==> config.mk <==
export PLATFORM = sky130hd
export DESIGN_NAME = dpi_replay
export DESIGN_NICKNAME = d
export VERILOG_FILES = /design/src/rtl/dpi_trace_pkg.sv /design/src/rtl/dpi_replay_shadow.sv /design/src/rtl/dpi_replay.sv
export SDC_FILE = /design/constraint.sdc
export NUM_CORES = 1
export LEC_CHECK = 0
export CAP_MARGIN = 20
export CELL_PAD_IN_SITES_DETAIL_PLACEMENT = 1
export CELL_PAD_IN_SITES_GLOBAL_PLACEMENT = 2
export CORE_UTILIZATION = 33
export DETAILED_ROUTE_END_ITERATION = 6
export GPL_ROUTABILITY_DRIVEN = 0
export HOLD_SLACK_MARGIN = 0.15
export PLACE_DENSITY = 0.89
export SLEW_MARGIN = 5
export SYNTH_ARGS = -nofsm -noshare
export SYNTH_HDL_FRONTEND = slang
export SYNTH_SLANG_ARGS = --single-unit
==> constraint.sdc <==
create_clock -name clk -period 9.75 [get_ports clk]
set_input_delay 1.95 -clock clk [delete_from_list [all_inputs] [get_ports clk]]
set_output_delay 1.95 -clock clk [all_outputs]
set_load 0.005 [all_outputs]
==> src/rtl/dpi_trace_pkg.sv <==
// dpi_trace_pkg: shared trace field codes, replay FSM states and lane width helpers
package dpi_trace_pkg;
  localparam int TYPE_RDAT  = 0;
  localparam int TYPE_RDATK = 1;
  localparam int TYPE_RDATV = 2;
  localparam int TYPE_TDAT  = 3;
  localparam int TYPE_TDATK = 4;
  localparam int TYPE_TDATV = 5;
  localparam int NUM_TYPES  = 6;
  localparam logic [NUM_TYPES-1:0] SEEN_ALL = '1;
  typedef enum logic [1:0] {COLLECT, PRESENT, DONE} state_t;
  function automatic int bytes_per_lane(input int width);
    return width >> 16;
  endfunction
  function automatic int data_width(input int lans, input int width);
    return lans * bytes_per_lane(width) * 8;
  endfunction
  function automatic int k_width(input int lans, input int width);
    return lans * bytes_per_lane(width);
  endfunction
endpackage

==> src/rtl/dpi_replay_shadow.sv <==
// dpi_replay_shadow: per-frame shadow fields and seen mask, with a write-through view of the pending record
module dpi_replay_shadow import dpi_trace_pkg::*; #(
  parameter int DW = 128,
  parameter int KW = 16,
  parameter int VW = 4
) (
  input  logic                 clk,
  input  logic                 rst,
  input  logic                 i_we,
  input  logic [2:0]           i_type,
  input  logic [127:0]         i_data,
  input  logic                 i_clr,
  output logic [DW-1:0]        o_rdat,
  output logic [KW-1:0]        o_rdatk,
  output logic [VW-1:0]        o_rdatv,
  output logic [DW-1:0]        o_tdat,
  output logic [KW-1:0]        o_tdatk,
  output logic [VW-1:0]        o_tdatv,
  output logic [NUM_TYPES-1:0] o_seen
);
  logic [DW-1:0]        r_rdat, r_tdat;
  logic [KW-1:0]        r_rdatk, r_tdatk;
  logic [VW-1:0]        r_rdatv, r_tdatv;
  logic [NUM_TYPES-1:0] r_seen, w_hit;
  assign w_hit   = i_we ? NUM_TYPES'(1) << i_type : '0;
  assign o_rdat  = w_hit[TYPE_RDAT]  ? DW'(i_data) : r_rdat;
  assign o_rdatk = w_hit[TYPE_RDATK] ? KW'(i_data) : r_rdatk;
  assign o_rdatv = w_hit[TYPE_RDATV] ? VW'(i_data) : r_rdatv;
  assign o_tdat  = w_hit[TYPE_TDAT]  ? DW'(i_data) : r_tdat;
  assign o_tdatk = w_hit[TYPE_TDATK] ? KW'(i_data) : r_tdatk;
  assign o_tdatv = w_hit[TYPE_TDATV] ? VW'(i_data) : r_tdatv;
  assign o_seen  = r_seen | w_hit;
  // shadow registers follow the view; a frame handoff only clears the seen mask
  always_ff @(posedge clk) begin
    if (rst) begin
      r_rdat  <= '0;
      r_rdatk <= '0;
      r_rdatv <= '0;
      r_tdat  <= '0;
      r_tdatk <= '0;
      r_tdatv <= '0;
      r_seen  <= '0;
    end else begin
      r_rdat  <= o_rdat;
      r_rdatk <= o_rdatk;
      r_rdatv <= o_rdatv;
      r_tdat  <= o_tdat;
      r_tdatk <= o_tdatk;
      r_tdatv <= o_tdatv;
      r_seen  <= i_clr ? '0 : o_seen;
    end
  end
endmodule

==> src/rtl/dpi_replay.sv <==
// dpi_replay: rebuilds one lane frame per trace cycle from time-ordered records; DPI_REPLAY_STATS_EN enables frame/partial counters
module dpi_replay import dpi_trace_pkg::*; #(
  parameter int LANS  = 4,
  parameter int WIDTH = 'h044444,
  localparam int DW = data_width(LANS, WIDTH),
  localparam int KW = k_width(LANS, WIDTH)
) (
  input  logic            clk,
  input  logic            rst,
  input  logic            rec_valid,
  output logic            rec_ready,
  input  logic [63:0]     rec_time,
  input  logic [5:0]      rec_type,
  input  logic [127:0]    rec_data,
  input  logic            rec_last,
  output logic            out_valid,
  input  logic            out_ready,
  output logic [63:0]     out_time,
  output logic [DW-1:0]   rdat,
  output logic [KW-1:0]   rdatk,
  output logic [LANS-1:0] rdatv,
  output logic [DW-1:0]   tdat,
  output logic [KW-1:0]   tdatk,
  output logic [LANS-1:0] tdatv,
  output logic            frame_partial,
  output logic            err_order,
  output logic            err_type,
  output logic            done,
  output logic [31:0]     frame_cnt,
  output logic [31:0]     partial_cnt
);
  state_t               r_state, w_state_nxt;
  logic [63:0]          r_cur_time, r_out_time;
  logic                 r_last, r_partial, r_err_order, r_err_type;
  logic [DW-1:0]        r_rdat, r_tdat, w_rdat, w_tdat;
  logic [KW-1:0]        r_rdatk, r_tdatk, w_rdatk, w_tdatk;
  logic [LANS-1:0]      r_rdatv, r_tdatv, w_rdatv, w_tdatv;
  logic [NUM_TYPES-1:0] w_seen;
  logic                 w_bad, w_late, w_future, w_acc, w_we, w_clr, w_close;
  assign w_bad     = rec_type >= 6'(NUM_TYPES);
  assign w_late    = rec_time < r_cur_time;
  assign w_future  = rec_time > r_cur_time;
  assign rec_ready = r_state == COLLECT && !(rec_valid && w_future);
  assign out_valid = r_state == PRESENT;
  assign done      = r_state == DONE;
  assign w_acc     = rec_valid && rec_ready;
  assign w_we      = w_acc && !w_late && !w_bad;
  assign w_clr     = out_valid && out_ready;
  assign w_close   = r_state == COLLECT && ((rec_valid && w_future) || (w_acc && rec_last) || w_seen == SEEN_ALL);
  assign out_time      = r_out_time;
  assign rdat          = r_rdat;
  assign rdatk         = r_rdatk;
  assign rdatv         = r_rdatv;
  assign tdat          = r_tdat;
  assign tdatk         = r_tdatk;
  assign tdatv         = r_tdatv;
  assign frame_partial = r_partial;
  assign err_order     = r_err_order;
  assign err_type      = r_err_type;
  dpi_replay_shadow #(.DW(DW), .KW(KW), .VW(LANS)) u_shadow (
    .clk     (clk),
    .rst     (rst),
    .i_we    (w_we),
    .i_type  (rec_type[2:0]),
    .i_data  (rec_data),
    .i_clr   (w_clr),
    .o_rdat  (w_rdat),
    .o_rdatk (w_rdatk),
    .o_rdatv (w_rdatv),
    .o_tdat  (w_tdat),
    .o_tdatk (w_tdatk),
    .o_tdatv (w_tdatv),
    .o_seen  (w_seen)
  );
  // state register
  always_ff @(posedge clk) begin
    if (rst) r_state <= COLLECT;
    else r_state <= w_state_nxt;
  end
  // close a frame on a future head, rec_last or a full mask; leave PRESENT on handoff
  always_comb begin
    w_state_nxt = w_close ? PRESENT : w_clr ? (r_last ? DONE : COLLECT) : r_state;
  end
  // frame assembly: seen fields refresh from the shadow view, unseen fields hold
  always_ff @(posedge clk) begin
    if (rst) begin
      r_cur_time  <= '0;
      r_out_time  <= '0;
      r_last      <= 1'b0;
      r_partial   <= 1'b0;
      r_err_order <= 1'b0;
      r_err_type  <= 1'b0;
      r_rdat      <= '0;
      r_rdatk     <= '0;
      r_rdatv     <= '0;
      r_tdat      <= '0;
      r_tdatk     <= '0;
      r_tdatv     <= '0;
    end else begin
      r_err_order <= r_err_order | (w_acc && w_late);
      r_err_type  <= r_err_type | (w_acc && w_bad);
      if (w_close) begin
        r_rdat     <= w_seen[TYPE_RDAT]  ? w_rdat  : r_rdat;
        r_rdatk    <= w_seen[TYPE_RDATK] ? w_rdatk : r_rdatk;
        r_rdatv    <= w_seen[TYPE_RDATV] ? w_rdatv : r_rdatv;
        r_tdat     <= w_seen[TYPE_TDAT]  ? w_tdat  : r_tdat;
        r_tdatk    <= w_seen[TYPE_TDATK] ? w_tdatk : r_tdatk;
        r_tdatv    <= w_seen[TYPE_TDATV] ? w_tdatv : r_tdatv;
        r_out_time <= r_cur_time;
        r_partial  <= w_seen != SEEN_ALL;
        r_last     <= w_acc && rec_last;
      end
      if (w_clr) r_cur_time <= r_cur_time + 64'd1;
    end
  end
`ifdef DPI_REPLAY_STATS_EN
  logic [31:0] r_frame_cnt, r_partial_cnt;
  // saturating handshake statistics
  always_ff @(posedge clk) begin
    if (rst) begin
      r_frame_cnt   <= '0;
      r_partial_cnt <= '0;
    end else if (w_clr) begin
      r_frame_cnt   <= r_frame_cnt + {31'd0, r_frame_cnt != '1};
      r_partial_cnt <= r_partial_cnt + {31'd0, r_partial && r_partial_cnt != '1};
    end
  end
  assign frame_cnt   = r_frame_cnt;
  assign partial_cnt = r_partial_cnt;
`else
  assign frame_cnt   = '0;
  assign partial_cnt = '0;
`endif
endmodule

==> qor.csv <==
metric,value,unit
outcome,completed,
"commonest non-fill, non-tap cell in the layout",dfxtp_1,
total of max-cap violations,0,
# IOs,633,
crit path launch type,input pin,
Slew @ Worst Pin,1170,ps
Final WS setup,2310,ps
first-pass GRT wire length,142000,um
Worst path depth,9,
most used flip-flop cell after synthesis,dfxtp_1,
FF/Latch Area,0.0147,mm2
power per cell area,171,mW/mm2
Place WS,2290,ps
crit-path max FO,6,
WHS Path Cells,2,
post-route setup TNS,0,ps
cell accounting for the most synthesized area,dfxtp_1,
Avg Inst Size Synth,9.45,um2
"Largest stage delay, worst path",670,ps
Post-Place Cell Area,0.0356,mm2
total grt overflow,0,
Syn. warnings,0,
via count,22786,
GRT Total Usage,20.1,%
VDD IR max,0.142,mV
sequential area share after synthesis,49.8,%
hold slack final,451,ps
Final Non-Filler Cells,4835,
Multi-input gate area,0.0134,mm2
CTS tree,built,
Tcrit/Tclk final,76.4,%
CTS buffer count,84,
Worst path slowest cell,a21oi_1,
critical path's top delay family,simple AND/OR/NAND/NOR gates,
Setup-failing EPs final,0,
Iter 0 DRT Violations,928,
unrepaired setup endpoints after global routing,no,
"Slew Viols, Final",0,
final net count,3867,
dominant cells by area after synthesis,"dfxtp_1 50%, nand2_1 7.5%, mux2_1 7.4%, nor2b_1 6.5%, a21oi_1 5.3%",
core area,0.0884,mm2
die area,0.0903,mm2
Slew HR,22.2,%
P&R area growth vs syn,31.2,%
Via density,4.71,
vias in the first global route,23680,
minimum clock period,7440,ps
CTS Buffer Depth,3,
#FFs+latches synth,732,
DRC,0,
final instance area,0.0386,mm2
clock sink count,732,
crit path DAT,5490,ps
clock-pin slew on the worst setup and hold paths,60,ps
most frequent cells in the layout,"732 x dfxtp_1, 589 x nand2_1, 567 x clkdlybuf4s50_1, 308 x a21oi_1, 305 x nor2b_1",
DIE WIDTH,301,um
FILL cells,10019,
R2R depth,14,
final core utilization,43.7,%
final hold vios,0,
Routed Antenna Nets,0,
Synth cell types,59,
CP Data Required Time,7800,ps
hold crit path type,reg2reg,
share of layout cells above drive strength 1,7.56,%
setup repair bufs after CTS,0,
Buf/Inv on CP,2,
overall routed net length,93600,um
# rows,109,
H-tree depth,3,
placed insts,4678,
worst-path cell chain,clkdlybuf4s50_1 > ha_1 > and4_1 > nand4_1 > and4bb_2 > a21oi_1 > a21oi_1 > nor3_1 > clkdlybuf4s50_1,
Leak,14.4,nW
PortBufs,568,
largest net degree at the start of global routing,226,
Peak Freq,134,MHz
cts hold-fix bufs,0,
Routed WL per cell,19.4,um
worst clock skew,48.4,ps
Crit Path Category,in2out,
DPL Wire Length,63800,um
# resized after CTS,0,
ys async rst share,0,%
die height,301,um
element type at the critical path end,primary output,
Final Power,6.60,mW
Post-Syn Area,0.0294,mm2
Clock Root Buffer,clkbuf_16,
number of flops mapped to enable cells by yosys,0,
post-synth top area share,49.8,%
worst-skew pair later-pin latency,650,ps
Synth Instances,3112,
DRT Pass-1 Iters,4,
Starting Density,33.3,%
antenna violations before repair,12,
logic make-up (layout without fill, tap and decap cells):
group,count (synthesis),in the layout,share of synthesized area (%)
xor gates and xnor gates,57,57,1.70
DFF,732,732,49.8
adders and majority gates,65,65,2.76
other,1,70,0.0127
and+or+nand+nor,1203,1203,19.1
buffers and inverters,316,805,5.62
muxes,386,386,14.5
AOI/OAI and AO/OA,352,352,6.41
worst reg2reg max path: cells and delay by family, from the launching register on:
kind | cells | cell delay, ps
AND/OR/NAND/NOR | 5 | 1750
buffers and inverters | 3 | 1000
multiplexers | 1 | 550
AO/OA/AOI/OAI | 4 | 1440
flip-flops | 1 | 390
adder cells (fa/ha/maj) | 1 | 310
state kept, by name, indices dropped and copies added, names as in the netlist, 2 cells and up:
| name | flops |
|---|---|
| u_shadow.r_rdatv | 4 |
| tdat | 128 |
| out_time | 64 |
| u_shadow.r_tdatk | 16 |
| u_shadow.r_tdat | 128 |
| r_state | 2 |
| tdatv | 4 |
| rdatv | 4 |
| rdat | 128 |
| rdatk | 16 |
| u_shadow.r_tdatv | 4 |
| u_shadow.r_rdatk | 16 |
| u_shadow.r_seen | 6 |
| r_cur_time | 64 |
| tdatk | 16 |
| u_shadow.r_rdat | 128 |
routing by layer:
layer | vias to the layer above | share of wire [%] | global-route usage (%)
met3 | 134 | 5.3 | 4.52
met1 | 11138 | 42 | 23.7
met2 | 444 | 50 | 35.9
met5 | - | 0.068 | 0
li1 | 11060 | - | -
met4 | 10 | 2.6 | 6.43
final cells by class:
cell class	instances	share of cell area, %
flip-flops and latches	732	38.0
multi-input cells	2127	34.7
repair buffers	589	15.2
clock buffers	117	6.13
well taps	1165	3.78
clock inverters	34	1.54
inverters	65	0.632
diodes	6	0.0389
worst paths after layout:
kind	from	end	slack, ps
min reg2reg	u_shadow.r_rdat[6]	u_shadow.r_rdat[6]	450
max reg2reg	r_cur_time[54]	rdat[20]	4210
max	rec_time[38]	rec_ready	2310
min	u_shadow.r_rdat[6]	u_shadow.r_rdat[6]	450
power by group:
group	switching [mW]	internal [mW]	total (mW)
clock	1.32	2.03	3.35
combinational	0.138	0.116	0.254
sequential	0.00293	2.99	3.00
total	1.46	5.14	6.60
synth_stat cells, drive strengths merged (3+ instances only):
library cell  count
nand2           589
a21o              3
o21ai            21
mux2            297
dfxtp           732
nor4              6
a221oi            3
nand3            29
a21oi           312
mux2i            89
clkbuf          127
a211oi            3
ha               65
xnor2            57
buf             124
nor2b           305
nand4            29
inv              65
nor3             12
and2              9
or3               8
and3              5
and4             12
nor2            186
No activity file was read; power rests on OpenSTA's default activity.
